$ cat src/rtl/dram_wb_arbiter.sv
// ---------------------------------------------------------------------------
// dram_wb_arbiter
//   Round-robin Wishbone arbiter in front of the DRAM controller slave port.
//   One master owns the bus for its whole cyc window, so bursts stay intact.
//   A watchdog aborts strobes the DRAM side never acknowledges, for example
//   while calibration is still running. The master then sees an err pulse
//   and the arbiter drains until that master drops cyc.
//
// Ports
//   user_clk_i, rst_i       : clock, synchronous active-high reset
//   m_cyc/stb/we_i          : per-master Wishbone control, one bit per master
//   m_addr_i, m_data_i      : packed per-master address / write data
//                             (master k at [k*W +: W])
//   m_data_o                : read data, broadcast to all masters
//   m_ack_o, m_err_o        : per-master ack / timeout error pulse
//   s_*                     : single Wishbone master port toward the DRAM ctrl
//   grant_o                 : one-hot current owner
//   busy_o                  : high while a master owns or drains the bus
// ---------------------------------------------------------------------------

// Per-master response gating: only the owner sees the ack or err.
module dram_wb_arb_port (
    input  logic own,
    input  logic ack,
    input  logic tmo,
    output logic ack_o,
    output logic err_o
);
    assign ack_o = own & ack;
    assign err_o = own & tmo;
endmodule

module dram_wb_arbiter #(
    parameter int NUM_MASTERS    = 4,
    parameter int ADDR_WIDTH     = 27,
    parameter int WORD_SIZE      = 256,
    parameter int TIMEOUT_CYCLES = 1024
) (
    input  logic                              user_clk_i,
    input  logic                              rst_i,
    input  logic [NUM_MASTERS-1:0]            m_cyc_i,
    input  logic [NUM_MASTERS-1:0]            m_stb_i,
    input  logic [NUM_MASTERS-1:0]            m_we_i,
    input  logic [NUM_MASTERS*ADDR_WIDTH-1:0] m_addr_i,
    input  logic [NUM_MASTERS*WORD_SIZE-1:0]  m_data_i,
    output logic [WORD_SIZE-1:0]              m_data_o,
    output logic [NUM_MASTERS-1:0]            m_ack_o,
    output logic [NUM_MASTERS-1:0]            m_err_o,
    output logic                              s_cyc_o,
    output logic                              s_stb_o,
    output logic                              s_we_o,
    output logic [ADDR_WIDTH-1:0]             s_addr_o,
    output logic [WORD_SIZE-1:0]              s_data_o,
    input  logic [WORD_SIZE-1:0]              s_data_i,
    input  logic                              s_ack_i,
    output logic [NUM_MASTERS-1:0]            grant_o,
    output logic                              busy_o
);

    localparam int                     PW       = $clog2(NUM_MASTERS);
    localparam logic [15:0]            WD_LIMIT = 16'(TIMEOUT_CYCLES - 1);
    localparam logic [NUM_MASTERS-1:0] ONE      = NUM_MASTERS'(1);

    typedef enum logic [1:0] {S_IDLE, S_GRANT, S_DRAIN} state_t;

    state_t                 state_q, state_d;
    logic [PW-1:0]          last_ptr_q, last_ptr_d;
    logic [NUM_MASTERS-1:0] grant_q, grant_d;
    logic [15:0]            wd_cnt_q, wd_cnt_d;

    logic [NUM_MASTERS-1:0] req;
    logic                   pick_vld;
    logic [PW-1:0]          pick_idx;
    logic                   in_grant;
    logic                   owner_cyc;
    logic                   fwd_ack;
    logic                   timeout;

    logic [ADDR_WIDTH-1:0]  addr_arr [NUM_MASTERS];
    logic [WORD_SIZE-1:0]   data_arr [NUM_MASTERS];

    assign req = m_cyc_i & m_stb_i;

    // Round-robin pick: scan from last_ptr+1 upward with wrap. The loop runs
    // from the far end back toward last_ptr+1 so the nearest requester is
    // the last one assigned and wins.
    always_comb begin
        int      idx;
        logic [PW-1:0] cand;
        pick_vld = 1'b0;
        pick_idx = '0;
        idx      = 0;
        cand     = '0;
        for (int i = NUM_MASTERS; i >= 1; i--) begin
            idx  = (int'(last_ptr_q) + i) % NUM_MASTERS;
            cand = PW'(idx);
            if (req[cand]) begin
                pick_vld = 1'b1;
                pick_idx = cand;
            end
        end
    end

    // Owner-side muxes, selected by the registered grant index.
    assign in_grant  = (state_q == S_GRANT);
    assign owner_cyc = m_cyc_i[last_ptr_q];

    assign s_cyc_o  = in_grant & owner_cyc;
    assign s_stb_o  = in_grant & owner_cyc & m_stb_i[last_ptr_q];
    assign s_we_o   = in_grant & owner_cyc & m_we_i[last_ptr_q];
    assign s_addr_o = in_grant ? addr_arr[last_ptr_q] : '0;
    assign s_data_o = in_grant ? data_arr[last_ptr_q] : '0;

    // Ack at the watchdog limit wins over the abort.
    assign fwd_ack = in_grant & s_ack_i;
    assign timeout = s_stb_o & ~s_ack_i & (wd_cnt_q == WD_LIMIT);

    assign m_data_o = s_data_i;
    assign grant_o  = grant_q;
    assign busy_o   = (state_q != S_IDLE);

    for (genvar k = 0; k < NUM_MASTERS; k++) begin : g_port
        assign addr_arr[k] = m_addr_i[k*ADDR_WIDTH +: ADDR_WIDTH];
        assign data_arr[k] = m_data_i[k*WORD_SIZE +: WORD_SIZE];

        dram_wb_arb_port u_port (
            .own   (grant_q[k]),
            .ack   (fwd_ack),
            .tmo   (timeout),
            .ack_o (m_ack_o[k]),
            .err_o (m_err_o[k])
        );
    end

    always_comb begin
        state_d    = state_q;
        grant_d    = grant_q;
        last_ptr_d = last_ptr_q;
        case (state_q)
            S_IDLE: begin
                if (pick_vld) begin
                    state_d    = S_GRANT;
                    grant_d    = ONE << pick_idx;
                    last_ptr_d = pick_idx;
                end
            end
            S_GRANT: begin
                if (!owner_cyc) begin
                    state_d = S_IDLE;
                    grant_d = '0;
                end else if (timeout) begin
                    state_d = S_DRAIN;
                end
            end
            S_DRAIN: begin
                if (!owner_cyc) begin
                    state_d = S_IDLE;
                    grant_d = '0;
                end
            end
            default: begin
                state_d = S_IDLE;
                grant_d = '0;
            end
        endcase

        // Counts consecutive stalled strobe cycles; anything else restarts it.
        if (in_grant && (state_d == S_GRANT) && s_stb_o && !s_ack_i)
            wd_cnt_d = wd_cnt_q + 16'd1;
        else
            wd_cnt_d = '0;
    end

    always_ff @(posedge user_clk_i) begin
        if (rst_i) begin
            state_q    <= S_IDLE;
            grant_q    <= '0;
            last_ptr_q <= PW'(NUM_MASTERS - 1);
            wd_cnt_q   <= '0;
        end else begin
            state_q    <= state_d;
            grant_q    <= grant_d;
            last_ptr_q <= last_ptr_d;
            wd_cnt_q   <= wd_cnt_d;
        end
    end

endmodule

$ cat config.mk
export PLATFORM = sky130hd
export DESIGN_NAME = dram_wb_arbiter
export DESIGN_NICKNAME = d
export VERILOG_FILES = /design/src/rtl/dram_wb_arbiter.sv
export SDC_FILE = /design/constraint.sdc
export NUM_CORES = 1
export LEC_CHECK = 0
export ABC_CLOCK_PERIOD_IN_PS = 2200
export CELL_PAD_IN_SITES_DETAIL_PLACEMENT = 0
export CELL_PAD_IN_SITES_GLOBAL_PLACEMENT = 1
export CORE_AREA = 2 2 773 775
export CTS_BUF_LIST = sky130_fd_sc_hd__clkbuf_4
export DETAILED_ROUTE_END_ITERATION = 12
export DIE_AREA = 0 0 775 777
export DONT_BUFFER_PORTS = 1
export PLACE_DENSITY_LB_ADDON = 0.1
export SYNTH_ARGS = -nofsm -noshare
export SYNTH_HDL_FRONTEND = slang
export SYNTH_SLANG_ARGS = --single-unit
$ cat constraint.sdc
create_clock -name user_clk_i -period 2.2 [get_ports user_clk_i]
set_clock_uncertainty 0.05 [all_clocks]
set_input_delay 0.11 -clock user_clk_i [delete_from_list [all_inputs] [get_ports user_clk_i]]
set_output_delay 0.11 -clock user_clk_i [all_outputs]
set_load 0.01 [all_outputs]
Yosys cells after proc, flatten, opt, wreduce, memory -nomap -nowiden
Index checks and enable logic that the tools add are counted.
- flip-flop bits (word level): 24
- word-level logic and storage cells: 88
- add/subtract/negate cells: 5
- order comparisons: 6
- equality and inequality tests: 6
- shifts and indexed selects: 1
- muxes and demuxes: 38
- bitwise gates (word level): 18
- reduce and logical (&&, ||, !) cells: 10
- operator list (operator ; number):
    two-way mux 256 bit ; 3
    binary-select mux 256 bit (select 2 bit) ; 1
    two-way mux 27 bit ; 3
    binary-select mux 27 bit (select 2 bit) ; 1
    adder 16 x 1 -> 16 bit, second input constant ; 1
    equality test 16 x 10 -> 1 bit, second input constant ; 1
    two-way mux 2 bit ; 8
    < comparator 2 x 3 -> 1 bit, second input constant ; 5
    bitwise AND 1 bit ; 14
    binary-select mux 1 bit (select 2 bit) ; 7
    two-way mux 1 bit ; 11
    two-way mux 4 bit ; 2
    case mux 4 bit (2 select lines) ; 1
    case mux 2 bit (3 select lines) ; 1
    adder 2 x 1 -> 2 bit, second input constant ; 2
    adder 2 bit, second input constant ; 2
    bitwise AND 4 bit ; 1
    equality test 2 x 1 -> 1 bit, second input constant ; 2
    inequality test 2 bit, second input constant ; 2
    AND reduction 2 bit ; 2
    OR reduction 2 bit ; 2
    << shifter 1 x 2 -> 4 bit, first input constant ; 1
    >= comparator 3 bit, second input constant ; 1
    logical AND 1 bit ; 3
    other kinds (6) ; 7

Longest topological paths before layout
Gate-level depths: netlist (run 1).
- word-level depth: 15
- mapped depth: 7

Modules after synthesis
A second synthesis (run 1) with hierarchy kept.
- cell total of the unflattened synthesis: 1083
- area, all modules: 12019.0 µm²
- by module, submodules not included (module ; instances ; cells an instance ; area each (µm²) ; sequential area each (µm²)):
    dram_wb_arbiter ; 1 ; 1075 ; 11969.0 ; 480.5
    dram_wb_arb_port ; 4 ; 2 ; 12.5 ; 0.0

Worst setup path after synthesis (run 1)
Ideal clock, no wire load.
- path kind: register to register
- start: reg wd_cnt_q[0]
- end: reg wd_cnt_q[3]
- library setup time: 0.129 ns
- data arrival time: 1.563 ns
- data required time: 2.021 ns
- setup slack: 0.458 ns
- stages on the path, launching flop included: 8
- buffers on the path: 2
- path through: dfxtp_1 > ha_1 > nand3_1 > nor3_1 > and3_1 > clkbuf_1 > buf_2 > nor3_1
- longest elaborated chain between the ends: 11
- ends and longest elaborated chain (element ; RTL line ; RTL):
    from (decl) ; 69 ; logic [15:0] wd_cnt_q, wd_cnt_d;
    from (signal assigned) ; 184 ; wd_cnt_q <= wd_cnt_d;
    equality test 16 x 10 -> 1 bit ; 116 ; assign timeout = s_stb_o & ~s_ack_i & (wd_cnt_q == WD_LIMIT);
    bitwise AND 1 bit ; 116 ;
    two-way mux 2 bit ; 151 ; end else if (timeout) begin
    two-way mux 2 bit ; 148 ; if (!owner_cyc) begin
    case mux 2 bit (3 select lines) ; 139 ; case (state_q)
    equality test 2 x 1 -> 1 bit ; 168 ; if (in_grant && (state_d == S_GRANT) && s_stb_o && !s_ack_i)
    logical AND 1 bit (3 in series) ; 168 ;
    inverter 1 bit (no source line) ; n/a ;
    OR reduction 2 bit (no source line) ; n/a ;
Parallel ways exist; a longest one is shown, timed or not.
A chain may end at the register's enable or synchronous reset.

Final worst setup path (run 1)
- start: reg last_ptr_q[0]
- end: out s_addr_o[20]
- longest elaborated chain between the ends: 5
- ends and longest elaborated chain (element ; RTL line ; RTL):
    from (decl) ; 67 ; logic [PW-1:0] last_ptr_q, last_ptr_d;
    from (signal assigned) ; 178 ; last_ptr_q <= PW'(NUM_MASTERS - 1);
    from (signal assigned) ; 183 ; last_ptr_q <= last_ptr_d;
    inverter 2 -> 3 bit (not written as such) ; 111 ; assign s_addr_o = in_grant ? addr_arr[last_ptr_q] : '0;
    binary-select mux 27 bit (select 2 bit) ; 111 ;
    two-way mux 27 bit (not written as such) (2 in series) ; 111 ;
    two-way mux 27 bit ; 111 ;
    to (decl) ; 52 ; output logic [ADDR_WIDTH-1:0] s_addr_o,
No other way between the ends. The select of a mux whose other input is x is not followed.

==> out/metrics.csv, run 1 <==
stage,metric,value,unit
clock_tree,TritonCTS clock tree,yes,
synthesis,Syn Nets,2510,
clock_tree,clk sinks,24,
synthesis,"EDFF count, synth",0,
synthesis,Ys Warns,0,
layout,final instance area,0.0270,mm^2
place,port bufs,0,
layout,most frequent cells in the layout,"mux4_2 (285), and2_4 (273), buf_12 (243), buf_4 (81), buf_6 (38)",
setup_path,worst reg2reg setup slack,10,ps
layout,"Area growth, synth to finish",123,%
place,Placer Congestion,0.961,
global_routing,largest net degree at the start of global routing,43,
clock_tree,Worst-Skew Late Latency,370,ps
place,Final HPWL DP,276000,um
layout,"leading cell type in the layout, fill and taps excluded",mux4_2,
floorplanning,num rows,283,
flow_run,Max Cap Viol,0,
detailed_routing,DR iter-0 viols,1058,
detailed_routing,via count,13163,
setup_path,"Req. time, crit path",2040,ps
global_routing,first-pass GRT wire length,319000,um
place,Setup WS pre-CTS,-437,ps
detailed_routing,Vias/cell,1.46,
setup_path,CP Capture Type,primary output,
layout,fill count,69810,
synthesis,sequential area share after synthesis,3.96,%
floorplanning,Initial Utilization,2.05,%
place,placed cells,8879,
layout,post-route insts no fill,9039,
clock_tree,"CTS clk-pin slew, worst paths",200,ps
setup_path,CP Data Arrival Time,2480,ps
status,status,"finished, violations left",
clock_tree,Max clock buf depth,2,
global_routing,M1 GR Usage,9.76,%
clock_tree,H-Tree Depth,1,
detailed_routing,final wirelength,291000,um
clock_tree,Clock Tree Root,clkbuf_4,
sta,max_slew headroom,60.3,%
synthesis,Main synth FF type,dfxtp_1,
sta,slew of the pin with the lowest slew margin,589,ps
floorplanning,core box area,0.593,mm^2
sta,Final Cycle Share,120,%
global_routing,initial antenna violation count,302,
sta,Max Freq,379,MHz
layout,final net count,2536,
pwr,power density over the cells,454,mW/mm^2
setup_path,Crit Path Max Fanout,7,
synthesis,Unique masters post-synth,52,
sta,hold_ws,70.6,ps
synthesis,Mapped Area,0.0121,mm^2
pwr,Worst VDD drop,201,uV
global_routing,GRT busiest layer,met2,
synthesis,Post-Synthesis Mean Instance Area,11.0,um^2
synthesis,Yosys reg bits,24,
detailed_routing,1st-pass router iterations,5,
synthesis,post-synthesis instance total,1102,
sta,Final Critical Period,2640,ps
sta,final hold violation count,0,
floorplanning,I/O Pins,1958,
floorplanning,Die Footprint,0.602,mm^2
global_routing,grt met3 use,8.34,%
place,dpl cell area,0.0244,mm^2
sta,max-slew violations,0,
floorplanning,Vert. Die Dim,777,um
layout,share of cells above drive strength 1,87.0,%
clock_tree,CTS Buf Count,3,
global_routing,GRT Total Usage,9.14,%
global_routing,vias in the first global route,12506,
detailed_routing,drt wl/cell,32.2,um
synthesis,ys async rst share,0,%
global_routing,GRT overflow,0,
detailed_routing,"antenna viol nets, final",1,
pwr,Leak,6.93,nW
setup_path,WS Path Type,register to primary output,
pwr,Pwr Total,12.3,mW
detailed_routing,DRC,0,
floorplanning,Die Wd,775,um
hold_path,min-delay worst type,input port to register,
global_routing,M2 GR Usage,13.3,%
sta,Setup WS post-layout,-436,ps
sta,Finish-stage setup viols,288,
setup_path,startpoint type of the worst setup path,register,
status,failing checks,"antenna violations, negative setup slack",
sta,RSZ-0062 raised after global routing,true,
flip-flops by register name, summed over array words and instances (netlist names):
| signal | count |
|---|---|
| wd_cnt_q | 16 |
| grant_o | 4 |
| last_ptr_q | 2 |
| state_q | 2 |
stage by stage:
step / TNS [ps] / utilization (%)
after floorplan: 0 / -
after global placement: -5210 / 4.12
after detailed placement: -5120 / 4.12
after CTS: -101720 / 4.40
after global routing: -98110 / 4.53
final: -69170 / 4.56
path summary, 6_finish.rpt:
path / startpoint / endpoint / depth (start not counted)
worst max-delay path: last_ptr_q[0]$_SDFFE_PP1P_ / s_addr_o[20] / 6
worst min-delay path: rst_i / wd_cnt_q[4]$_SDFF_PP0_ / 4
worst max register to register: last_ptr_q[0]$_SDFFE_PP1P_ / grant_o[2]$_SDFFE_PP0P_ / 9
worst min register to register: wd_cnt_q[0]$_SDFF_PP0_ / wd_cnt_q[0]$_SDFF_PP0_ / 1
cell families (layout without fill, tap and decap cells):
group / Yosys count / after routing / share of synthesized area, %
simple gates: 359 / 359 / 18.3
compound gates: 36 / 36 / 2.39
fa+ha+maj: 5 / 5 / 0.516
buf+inv: 378 / 403 / 20.8
mux: 290 / 290 / 53.3
other cells: 0 / 75 / 0
xor+xnor: 10 / 10 / 0.722
flops: 24 / 24 / 3.96
critical path, stage by stage, from the launching register on:
cell,delay [ps]
dfxtp_4,450
buf_16,180
buf_16,180
buf_16,150
mux4_2,600
and2_4,260
buf_12,180
Yosys cell counts, types with 2 or more instances:
cell,instances,area share [%]
mux4_2,285,53
and2_1,284,15
buf_4,270,17
buf_2,63,2.6
clkbuf_1,36,1.1
dfxtp_1,24,4.0
nor3_1,17,0.70
nand2_1,10,0.31
and3_1,7,0.36
inv_1,7,0.22
nor2_1,7,0.22
nor4_1,7,0.36
nand3_1,6,0.25
xor2_1,6,0.43
a21oi_1,5,0.21
ha_1,5,0.52
o21ai_0,5,0.21
o32ai_1,5,0.36
mux2i_1,4,0.33
nand4_1,4,0.21
xnor2_1,4,0.29
a211oi_1,3,0.19
nand2b_1,3,0.15
a22o_1,2,0.14
a32o_1,2,0.17
o21a_1,2,0.12
o31ai_1,2,0.12
or3_1,2,0.10
or3_2,2,0.12
report_power, final:
part | total [mW] | switching, mW | internal [mW]
logic | 11.4 | 5.83 | 5.58
clock network | 0.383 | 0.199 | 0.184
registers | 0.483 | 0.0300 | 0.453
total | 12.3 | 6.06 | 6.22
timing repair:
action                                 in CTS  in global routing
gates resized for setup                   373                181
endpoints found under the hold margin       9                  0
buffers inserted                           48                 36
pin swaps                                  63                 46
cloned                                     10                  5
hold buffers                                1                  0
setup endpoints to repair                 284                292
cell type report:
type,count,area (um^2),area share (%)
multi-input combinational,700,9940,36.8
tap,7837,9810,36.3
timing repair buffer,391,6520,24.1
sequential,24,488,1.81
antenna,75,188,0.695
inverter,8,35.0,0.130
clock inverter,1,30.0,0.111
clock buffer,3,22.5,0.0833
layer usage:
layer	vias to the layer above	part of all wire [%]
met5	-	0.53
met4	132	3.0
met3	720	20
met2	1875	41
met1	6354	36
li1	4082	-
Power figures use the tool's default switching activity.
==> run 2, diff against run 1 <==
Settings changed: CTS_BUF_LIST sky130_fd_sc_hd__clkbuf_4 to sky130_fd_sc_hd__clkbuf_8.
==> run 2 against run 1 <==
  * Via count shrank 0.65%
  * Global-route usage hardly changed
  * Sequential power is essentially flat
  * Die area stayed put
  * Worst hold slack gained 30 ps
  * Highest routed layer unchanged
  * First-iteration DRC count rose by 16%
  * Cell area is essentially flat
  * Critical path type unchanged
  * Maximum frequency increased by 3.9%
  * Total power rose by 0.50%
  * Register-to-register slack hardly changed
  * Utilization is essentially flat
  * The run ends with negative setup slack left
  * Clock-buffer cell count is the same
==> out/metrics.csv, run 2 (synthesis results as in run 1) <==
stage,metric,value,unit
status,status,"finished, violations left",
status,failing checks,negative setup slack,
clock_tree,clk sinks,24,
place,Final HPWL DP,276000,um
sta,Setup WS post-layout,-336,ps
sta,Finish-stage setup viols,261,
layout,final instance area,0.0270,mm^2
hold_path,worst hold start,rst_i,
clock_tree,TritonCTS clock tree,yes,
clock_tree,CTS Buf Count,3,
floorplanning,I/O Pins,1958,
setup_path,reg2reg end,grant_o[3]$_SDFFE_PP0P_,
place,Placer Congestion,0.961,
setup_path,CP Data Arrival Time,2380,ps
layout,"Area growth, synth to finish",123,%
sta,max_slew headroom,60.3,%
floorplanning,Initial Utilization,2.05,%
setup_path,"Req. time, crit path",2040,ps
setup_path,worst reg2reg setup slack,0,ps
hold_path,min-delay worst type,input port to register,
global_routing,vias in the first global route,12526,
global_routing,initial antenna violation count,300,
detailed_routing,DR iter-0 viols,1227,
detailed_routing,Vias/cell,1.45,
layout,Top reg by flops,wd_cnt_q,
detailed_routing,drt wl/cell,32.2,um
floorplanning,Die Footprint,0.602,mm^2
setup_path,Worst R2R Path Depth,9,
pwr,Worst VDD drop,221,uV
place,dpl cell area,0.0244,mm^2
detailed_routing,1st-pass router iterations,5,
setup_path,CP Capture Type,primary output,
sta,Final Cycle Share,115,%
global_routing,GRT Total Usage,9.14,%
setup_path,Crit Path Max Fanout,7,
detailed_routing,routed wire length on met2,117000,um
global_routing,first-pass GRT wire length,319000,um
layout,"leading cell type in the layout, fill and taps excluded",mux4_2,
global_routing,GRT overflow,0,
global_routing,largest net degree at the start of global routing,43,
flow_run,Max Cap Viol,0,
hold_path,Hold EP,grant_o[1]$_SDFFE_PP0P_,
clock_tree,Max clock buf depth,2,
sta,slew of the pin with the lowest slew margin,589,ps
layout,share of cells above drive strength 1,86.5,%
clock_tree,Worst-Skew Late Latency,290,ps
pwr,power density over the cells,457,mW/mm^2
layout,final net count,2535,
place,port bufs,0,
detailed_routing,met3 wire len,58400,um
setup_path,startpoint type of the worst setup path,register,
layout,max reg flops,16,
clock_tree,Clock Tree Root,clkbuf_8,
floorplanning,Die Wd,775,um
clock_tree,H-Tree Depth,1,
pwr,Leak,6.93,nW
sta,setup TNS,-41590,ps
sta,RSZ-0062 raised after global routing,true,
layout,most frequent cells in the layout,"mux4_2 (285), and2_4 (271), buf_12 (242), buf_4 (81), buf_6 (37)",
detailed_routing,top layer in use,met5,
detailed_routing,DRC,0,
setup_path,WS Path Type,register to primary output,
hold_path,Hold Path Cell Cnt,2,
sta,max-slew violations,0,
setup_path,R2R Path Start,last_ptr_q[0]$_SDFFE_PP1P_,
detailed_routing,"antenna viol nets, final",0,
floorplanning,num rows,283,
clock_tree,"CTS clk-pin slew, worst paths",120,ps
layout,fill count,69801,
detailed_routing,M1 wire length,105000,um
detailed_routing,final wirelength,291000,um
detailed_routing,via count,13078,
sta,Final Critical Period,2540,ps
sta,final hold violation count,0,
floorplanning,Vert. Die Dim,777,um
sta,Max Freq,394,MHz
floorplanning,core box area,0.593,mm^2
-- run 2: changes by cell type in the layout (fill, tap and decap cells not counted), sizes merged --
cell	change
diode	+3
buf	-1
-- run 2: worst max-delay path, stage by stage (launching register included) --
cell and delay [ps]:
dfxtp_4 430, buf_16 180, buf_16 190, buf_16 150
mux4_2 600, and2_4 260, buf_12 180
-- run 2: layout make-up --
cell class | count | area [um^2] | share of cell area, %
Antenna cell | 78 | 195 | 0.722
Clock buffer | 3 | 41.3 | 0.153
Clock inverter | 1 | 30.0 | 0.111
Inverter | 8 | 32.5 | 0.120
Multi-Input combinational cell | 700 | 9920 | 36.7
Sequential cell | 24 | 488 | 1.81
Tap cell | 7837 | 9810 | 36.3
Timing Repair Buffer | 390 | 6520 | 24.1
-- run 2: worst max-delay path by stage --
stage | depth (start not counted) | from | end | slack (ps)
after floorplan | 7 | wd_cnt_q[0]$_SDFF_PP0_ | wd_cnt_q[3]$_SDFF_PP0_ | 460
after global placement | 6 | last_ptr_q[0]$_SDFFE_PP1P_ | s_addr_o[20] | -440
after detailed placement | 6 | last_ptr_q[0]$_SDFFE_PP1P_ | s_addr_o[20] | -440
after CTS | 8 | last_ptr_q[0]$_SDFFE_PP1P_ | s_stb_o | -390
after global routing | 6 | last_ptr_q[0]$_SDFFE_PP1P_ | s_addr_o[20] | -400
final | 6 | last_ptr_q[0]$_SDFFE_PP1P_ | s_addr_o[20] | -340
-- run 2: per-layer routing --
layer / track usage (%) / vias to the layer above
met2: 13.1 / 1881
met5: 0.403 / -
li1: - / 4082
met3: 8.35 / 702
met4: 2.15 / 116
met1: 9.74 / 6297
-- run 2: power by group --
part	internal (mW)	leakage [nW]	switching [mW]
registers	0.452	0.195	0.0299
logic	5.58	6.70	5.84
clock network	0.245	0.0362	0.202
total	6.27	6.93	6.07
-- run 2: through the flow --
step	worst slack, ps	total power, mW	util, %	hold WS, ps	instances
6_report	-336	12.3	4.56	101	9041
5_1_grt	-403	13.3	4.53	104	8985
4_1_cts	-386	12.5	4.41	56.7	8938
3_5_place_dp	-437	10.7	4.12	163	8879
3_3_place_gp	-440	10.8	4.12	167	8879
2_1_floorplan	458	4.58	-	154	1102
-- run 2: repair_timing --
item	in CTS	in global routing
buffers inserted	48	34
endpoints found under the hold margin	3	0
gates resized for setup	373	174
hold buffers	1	0
setup endpoints to repair	281	291
pin swaps	63	42
cloned	10	5
